File: src/rtl/branch_predictor_unit.sv
// rtl/branch_predictor_unit.sv - gshare direction predictor with direct-mapped BTB and speculative GHR; optional return address stack under BPU_RAS_EN
module branch_predictor_unit #(
  parameter int INDEX_BITS  = 8,
  parameter int BTB_ENTRIES = 16,
  parameter int RAS_DEPTH   = 4
) (
  input  logic                  clk,
  input  logic                  reset_n,
  input  logic                  fetch_valid,
  input  logic [31:0]           fetch_pc,
  output logic                  pred_valid,
  output logic                  pred_hit,
  output logic                  pred_taken,
  output logic [31:0]           pred_target,
  output logic [INDEX_BITS-1:0] pred_ghr,
  input  logic                  upd_valid,
  input  logic [31:0]           upd_pc,
  input  logic [1:0]            upd_type,
  input  logic                  upd_taken,
  input  logic [31:0]           upd_target,
  input  logic [INDEX_BITS-1:0] upd_ghr,
  input  logic                  upd_mispredict
);

  localparam int PHT_SIZE = 1 << INDEX_BITS;
  localparam int BI       = $clog2(BTB_ENTRIES);
  localparam int TW       = 30 - BI;

  logic [1:0]             r_pht     [PHT_SIZE];
  logic [BTB_ENTRIES-1:0] r_btb_v;
  logic [TW-1:0]          r_btb_tag [BTB_ENTRIES];
  logic [31:0]            r_btb_tgt [BTB_ENTRIES];
  logic [1:0]             r_btb_type[BTB_ENTRIES];
  logic [INDEX_BITS-1:0]  r_ghr;

  logic                   r_pred_valid;
  logic                   r_pred_hit;
  logic                   r_pred_taken;
  logic [31:0]            r_pred_target;
  logic [INDEX_BITS-1:0]  r_pred_ghr;

  // Lookup side: tables are read with the state from before this cycle's update
  logic [BI-1:0]          w_l_bidx;
  logic [INDEX_BITS-1:0]  w_l_pidx;
  logic                   w_l_hit;
  logic [1:0]             w_l_type;
  logic                   w_l_taken;
  logic                   w_l_is_br;
  logic [31:0]            w_l_target;
  logic                   w_repair;
  logic [BI-1:0]          w_u_bidx;
  logic [INDEX_BITS-1:0]  w_u_pidx;
  logic [1:0]             w_u_ctr;
  logic                   w_unused;

  assign w_l_bidx  = fetch_pc[BI+1:2];
  assign w_l_pidx  = fetch_pc[INDEX_BITS+1:2] ^ r_ghr;
  assign w_l_hit   = r_btb_v[w_l_bidx] && (r_btb_tag[w_l_bidx] == fetch_pc[31:BI+2]);
  assign w_l_type  = r_btb_type[w_l_bidx];
  assign w_l_taken = w_l_hit && ((w_l_type != 2'd0) || r_pht[w_l_pidx][1]);
  assign w_l_is_br = w_l_hit && (w_l_type == 2'd0);
  assign w_repair  = upd_valid && upd_mispredict;
  assign w_u_bidx  = upd_pc[BI+1:2];
  assign w_u_pidx  = upd_pc[INDEX_BITS+1:2] ^ upd_ghr;
  assign w_u_ctr   = r_pht[w_u_pidx];

`ifdef BPU_RAS_EN
  localparam int RB = $clog2(RAS_DEPTH);

  logic [31:0]   r_ras [RAS_DEPTH];
  logic [RB-1:0] r_ras_ptr;
  logic [RB:0]   r_ras_cnt;
  logic [RB-1:0] w_ras_top;
  logic          w_ret_hit;
  logic          w_ras_push;
  logic          w_ras_pop;

  assign w_ras_top  = r_ras_ptr - 1'b1;
  assign w_ret_hit  = w_l_hit && (w_l_type == 2'd3) && (r_ras_cnt != '0);
  assign w_ras_push = fetch_valid && w_l_hit && (w_l_type == 2'd2);
  assign w_ras_pop  = fetch_valid && w_ret_hit;
  assign w_l_target = w_ret_hit ? r_ras[w_ras_top] : r_btb_tgt[w_l_bidx];
  assign w_unused   = ^{fetch_pc[1:0], upd_pc[1:0]};

  // Return stack: ptr is the next free slot; on overflow the oldest entry is overwritten
  always_ff @(posedge clk or negedge reset_n) begin
    if (!reset_n) begin
      r_ras_ptr <= '0;
      r_ras_cnt <= '0;
      for (int i = 0; i < RAS_DEPTH; i++) r_ras[i] <= '0;
    end else if (w_ras_push) begin
      r_ras[r_ras_ptr] <= fetch_pc + 32'd4;
      r_ras_ptr        <= r_ras_ptr + 1'b1;
      if (r_ras_cnt != (RB+1)'(RAS_DEPTH)) r_ras_cnt <= r_ras_cnt + 1'b1;
    end else if (w_ras_pop) begin
      r_ras_ptr <= w_ras_top;
      r_ras_cnt <= r_ras_cnt - 1'b1;
    end
  end
`else
  assign w_l_target = r_btb_tgt[w_l_bidx];
  assign w_unused   = ^{fetch_pc[1:0], upd_pc[1:0], (RAS_DEPTH > 0)};
`endif

  // Registered prediction outputs; they hold while no lookup is presented
  always_ff @(posedge clk or negedge reset_n) begin
    if (!reset_n) begin
      r_pred_valid  <= 1'b0;
      r_pred_hit    <= 1'b0;
      r_pred_taken  <= 1'b0;
      r_pred_target <= '0;
      r_pred_ghr    <= '0;
    end else begin
      r_pred_valid <= fetch_valid && !w_repair;
      if (fetch_valid) begin
        r_pred_hit    <= w_l_hit;
        r_pred_taken  <= w_l_taken;
        r_pred_target <= w_l_target;
        r_pred_ghr    <= r_ghr;
      end
    end
  end

  // Global history: repair from the resolving snapshot beats the speculative shift
  always_ff @(posedge clk or negedge reset_n) begin
    if (!reset_n) begin
      r_ghr <= '0;
    end else if (w_repair) begin
      if (upd_type == 2'd0) r_ghr <= {upd_ghr[INDEX_BITS-2:0], upd_taken};
      else                  r_ghr <= upd_ghr;
    end else if (fetch_valid && w_l_is_br) begin
      r_ghr <= {r_ghr[INDEX_BITS-2:0], w_l_taken};
    end
  end

  // Pattern history counters, trained only by conditional branches
  always_ff @(posedge clk or negedge reset_n) begin
    if (!reset_n) begin
      for (int i = 0; i < PHT_SIZE; i++) r_pht[i] <= 2'b01;
    end else if (upd_valid && (upd_type == 2'd0)) begin
      if (upd_taken && (w_u_ctr != 2'b11))       r_pht[w_u_pidx] <= w_u_ctr + 2'b01;
      else if (!upd_taken && (w_u_ctr != 2'b00)) r_pht[w_u_pidx] <= w_u_ctr - 2'b01;
    end
  end

  // Target buffer: every taken resolution allocates; not-taken never touches it
  always_ff @(posedge clk or negedge reset_n) begin
    if (!reset_n) begin
      r_btb_v <= '0;
      for (int i = 0; i < BTB_ENTRIES; i++) begin
        r_btb_tag[i]  <= '0;
        r_btb_tgt[i]  <= '0;
        r_btb_type[i] <= '0;
      end
    end else if (upd_valid && upd_taken) begin
      r_btb_v[w_u_bidx]    <= 1'b1;
      r_btb_tag[w_u_bidx]  <= upd_pc[31:BI+2];
      r_btb_tgt[w_u_bidx]  <= upd_target;
      r_btb_type[w_u_bidx] <= upd_type;
    end
  end

  assign pred_valid  = r_pred_valid;
  assign pred_hit    = r_pred_hit;
  assign pred_taken  = r_pred_taken;
  assign pred_target = r_pred_target;
  assign pred_ghr    = r_pred_ghr;

endmodule

File: config.mk
export PLATFORM = sky130hd
export DESIGN_NAME = branch_predictor_unit
export DESIGN_NICKNAME = d
export VERILOG_FILES = /design/src/rtl/branch_predictor_unit.sv
export SDC_FILE = /design/constraint.sdc
export NUM_CORES = 2
export LEC_CHECK = 0
export ABC_CLOCK_PERIOD_IN_PS = 7300
export CORE_MARGIN = 2
export CORE_UTILIZATION = 55
export DETAILED_ROUTE_END_ITERATION = 6
export GPL_TIMING_DRIVEN = 1
export PLACE_DENSITY = 0.72
export SYNTH_ARGS = -nofsm -noshare
export SYNTH_HDL_FRONTEND = slang
export SYNTH_SLANG_ARGS = --single-unit
File: constraint.sdc
create_clock -name clk -period 7.3 [get_ports clk]
set_input_delay 1.46 -clock clk [delete_from_list [all_inputs] [get_ports clk]]
set_output_delay 1.46 -clock clk [all_outputs]
set_load 0.05 [all_outputs]
After elaboration in Yosys (flattened, before gate mapping)
Cells that the tools add are included.
Storage, ports and cells
  bits of input ports: 112
  logic and storage cells: 391
  output and inout bits: 43
  register bits after elaboration: 1539
Operators by class
  add/subtract/negate cells: 2
  equal/unequal tests: 2
  bitwise gates (word level): 7
  reductions and logical operators: 23
  magnitude comparators: 9
  multiplexer cells: 37
Operators by type and width (count)
  $bwmux W512: 3
  $mux W512: 2
  $bwmux W416: 1
  $bmux W32 S4: 1
  $demux W32 S4: 1
  $bmux W26 S4: 1
  $demux W26 S4: 1
  $mux W32: 3
  $mux W26: 3
  $bmux W2 S8: 2
  $bwmux W32: 1
  $eq A26 B26 Y1: 1
  $mux W8: 3
  $ge A9 B9 Y1 const B: 2
  $not A8 Y9: 2
  $demux W2 S8: 1
  $mux W2: 8
  $or A16 B16 Y16: 1
  $xor A8 B8 Y8: 2
  $logic_and A1 B1 Y1: 13
  $ge A5 B5 Y1 const B: 2
  $lt A4 B5 Y1 const B: 2
  $not A4 Y5: 2
  $lt A9 B1 Y1 const B: 1
  other kinds (15): 21

Depth between registers and ports, before layout
  depth after elaboration: 10
  depth in mapped cells: 22
  gate-level depth less buffers: 17

Least setup slack after synthesis
Ideal clock, no wire load.
  path kind: input to register
  start point: input upd_pc[3]
  end point: register r_pht[485] (netlist name)
  data arrival time: 6.037 ns
  required time: 7.175 ns
  buffers on the path: 5
  slack: 1.138 ns
  setup time: 0.125 ns
  cell stages on the path: 18
  cells stage by stage: buf_2 -> xor2_1 -> buf_2 -> buf_1 -> clkbuf_1 -> mux4_2 -> mux4_2 -> a22oi_1 -> a21oi_1 -> or4_4 -> ha_1 -> nor2b_1 -> o211ai_1 -> nor3_1 -> nand2_1 -> clkbuf_1 -> nor2_1 -> mux2_2
On the way
  longest elaborated chain between the ends: 9
  elaborated cells on any way between the ends: 22
  those cells by class: 2 x add/sub; 2 x order compare; 1 x eq/ne; 9 x mux; 2 x bitwise; 6 x reduce/logical
RTL lines
  from (decl): line 17  | input logic [31:0] upd_pc,
  $xor A8 B8 Y8 *: line 64  | assign w_u_pidx = upd_pc[INDEX_BITS+1:2] ^ upd_ghr;
  $not A8 Y9 (implied by the code) *: line 65, 141, 142
  $bmux W2 S8, or another cell as far along: line 65  | assign w_u_ctr = r_pht[w_u_pidx];
  $mux W2 (implied by the code) or $logic_and A1 B1 Y1 (tied branches): line 65, 141, 142
  $mux W2, on equally long branches: line 65, 141, 142
  $sub A2 B1 Y2, or another cell as far along: line 142  | else if (!upd_taken && (w_u_ctr != 2'b00)) r_pht[w_u_pidx] <= w_u_ctr - 2'b01;
  $bwmux W512, or another cell as far along: line 142
  $mux W512 or $reduce_bool A2 Y1 (tied branches)
  $mux W512 or $reduce_and A2 Y1 (tied branches)
  to (signal, indexed assignment): line 141  | if (upd_taken && (w_u_ctr != 2'b11)) r_pht[w_u_pidx] <= w_u_ctr + 2'b01;
  to (signal, indexed assignment): line 142
  to (decl): line 29  | logic [1:0] r_pht [PHT_SIZE];
Every way passes the cells marked *; elsewhere a longest branch is shown, timed or not. The select of a mux whose other input is x is not followed.
A chain may end at the register's enable or synchronous reset.

Final worst setup path
  start point: input upd_ghr[0]
  end point: register r_pht[387] (netlist name)
On the way
  longest elaborated chain between the ends: 9
  elaborated cells on any way between the ends: 22
  those cells by class: 2 x add/sub; 2 x order compare; 1 x eq/ne; 9 x mux; 2 x bitwise; 6 x reduce/logical
RTL lines
  from (decl): line 21  | input logic [INDEX_BITS-1:0] upd_ghr,
  $xor A8 B8 Y8 *: line 64
  $not A8 Y9 (implied by the code) *: line 65, 141, 142
  $bmux W2 S8, or another cell as far along: line 65
  $mux W2 (implied by the code) or $logic_and A1 B1 Y1 (tied branches): line 65, 141, 142
  $mux W2, on equally long branches: line 65, 141, 142
  $sub A2 B1 Y2, or another cell as far along: line 142
  $bwmux W512, or another cell as far along: line 142
  $mux W512 or $reduce_bool A2 Y1 (tied branches)
  $mux W512 or $reduce_and A2 Y1 (tied branches)
Marks and branches as above.

==> metrics <==
DR DRC count 0; total CTS buffers 161; Die W 367.8 um; initial antenna violation count 15; Routed met1 length 79.90 mm; layout net count 5100; P per Cell Area 275.5 nW/um^2; Inst Count DP 6578; # IOs 155; hold crit path type reg2reg; final hold violations 0; DR WL met2 90.96 mm; Die Y 367.8 um; crit share post-route 0.8707; critical path launch point type input pin; hpwl dp 113.5 mm; Peak supply drop 185.9 uV; Placed Area 76540 um^2; GRT overflow 0; number of synthesized register bits 1539; worst-skew pair later-pin latency 0.80 ns; CTS sink cnt 1539; CP arrival 7.02 ns; Syn Inst Count 4906; unrepaired setup endpoints after global routing no; Tmin final 6.356 ns; crit path from upd_ghr[0]; Setup CP Type in2reg; post_cts resized 0; Slew Viols, Final 0; Initial Util 0.5536; IO Port Bufs 150; CTS tree done; metal3 WL 13.07 mm; Setup Viol. Count Final 0; Clock Pin Slew Worst Setup and Hold Paths 0.06 ns; top routing layer in use met5; Clock Skews 0.02417 ns; share of layout cells above drive strength 1 0.5045; post-cts hold buffer count 0; Least-Margin Pin Slew 1.256 ns; Antenna Nets Post-Route 0; post-synth cell types 67; crit path max fanout 12; fin util 0.6236; Primary FF master, synth dfrtp_1; WL final 189.9 mm; EDFF count, synth 0; Max Cap Viol 0; setup TNS 0 ns; largest net degree at the start of global routing 178; outcome finished, final reports clean; commonest non-fill, non-tap cells in the layout mux2_2, dfrtp_1, mux4_2; drt wl/cell 27.63 um; row count 133; Area Overhead vs Synth 12.66%; commonest non-fill, non-tap cell in the layout mux2_2; root buffer cell clkbuf_16; All-Layer GR Usage 0.2847; Final Cell Area 81980 um^2; Syn Nets 5020; vias in the first global route 45.59k; share of the yosys chip area belonging to registers 0.5336; Pre-antenna DRT Iters 6; Ys Warns 0; mapped cell area 72770 um^2; first-pass GRT wire length 290.8 mm; H-tree lvl count 4; Setup WS pre-CTS 0.1984 ns; Peak Freq 0.1573 GHz; Avg Cell Area, Syn 14.83 um^2; Lkg Pwr 0.03533 uW; post-CTS setup buffer count 0; DR vias/cell 6.361; hold_sp r_btb_v[4]; core area 131500 um^2; Synth async-reset ratio 1.000; worst setup margin 0.9436 ns; Die ar. 135200 um^2; final instance count without filler cells 6874; DR vias 43.73k; CP required 7.96 ns; Worst setup EP type register; Worst R2R Start r_pht[297]; Slew headroom 0.1626; GPL Wtd Cong 0.9015; clk buf depth 3; initial drt markers 3801
-- Yosys cell counts, drive strengths merged (10+ instances only) --
cell type,number,area (um^2)
nand2b,10,62.56
nor3,22,110.1
dfrtp,1283,32110
buf,130,802.0
a211oi,12,90.09
mux4,451,10160
nand2,110,412.9
xnor2,30,262.8
dfstp,256,6726
a221o,10,100.1
a22oi,29,217.7
nand3,20,105.1
clkbuf,263,988.4
nor2,433,1628
or2,11,68.82
nor2b,15,93.84
and2,17,106.4
a21oi,153,765.7
mux2i,104,1041
xor2,21,206.5
mux2,1402,15790
o22ai,12,75.07
a221oi,15,137.6
o21ai,22,110.1
-- cell type report --
cell class	instances	area [um^2]
timing repair buffer	310	3118
multi-input combinational	2968	32380
sequential	1539	38830
clock buffer	242	4881
tap	1755	2196
clock inverter	49	543.0
antenna	5	12.51
inverter	6	22.52
fill	9538	49480
-- power by group --
group | total, uW | internal [uW] | switching [uW]
registers | 10400 | 9740 | 623
clock network | 8380 | 4960 | 3410
logic | 3850 | 1930 | 1920
-- cell families after synthesis --
family | synth area share
compound gates | 0.02546
xor+xnor | 0.006447
fa+ha+maj | 0.0003438
buf+inv | 0.02491
flops | 0.5336
mux | 0.3709
simple gates | 0.03836
-- worst max-delay path, stage by stage --
cell	delay, ns
clkdlybuf4s50_1	0.63
xor2_4	0.32
buf_12	0.22
buf_12	0.15
mux4_2	0.50
mux4_2	0.54
a22o_1	0.27
a221oi_2	0.18
nor3_1	0.07
or4_4	0.57
ha_1	0.22
nor2b_1	0.14
o211ai_1	0.23
nor3_1	0.33
buf_4	0.19
nand2_1	0.07
buf_4	0.25
nor2_1	0.26
mux2_2	0.37
-- through the flow --
step                total power, uW  hold slack [ns]
floorplan                     13000           0.4287
global placement              14170           0.4439
CTS                           22710           0.4675
global route                  23470           0.4788
finish                        22590           0.4631
detailed placement            14330           0.4496
-- final timing paths --
check / slack, ns / depth (start not counted) / to
min in group asynchronous: 0.66 / 1 / r_btb_tag[413]
worst min register to register: 0.46 / 1 / r_btb_v[4]
max in group asynchronous: 4.86 / 3 / r_btb_tag[339]
worst max-delay path: 0.94 / 19 / r_pht[387]
worst min-delay path: 0.46 / 1 / r_btb_v[4]
worst max register to register: 2.52 / 15 / r_pht[387]
-- routing by layer --
layer | global-route usage | vias up
met3 | 0.06005 | 372
met4 | 0.08823 | 12
li1 | - | 18350
met1 | 0.3952 | 23540
met2 | 0.4545 | 1457
met5 | 0 | -
Power figures use the tool's default switching activity.
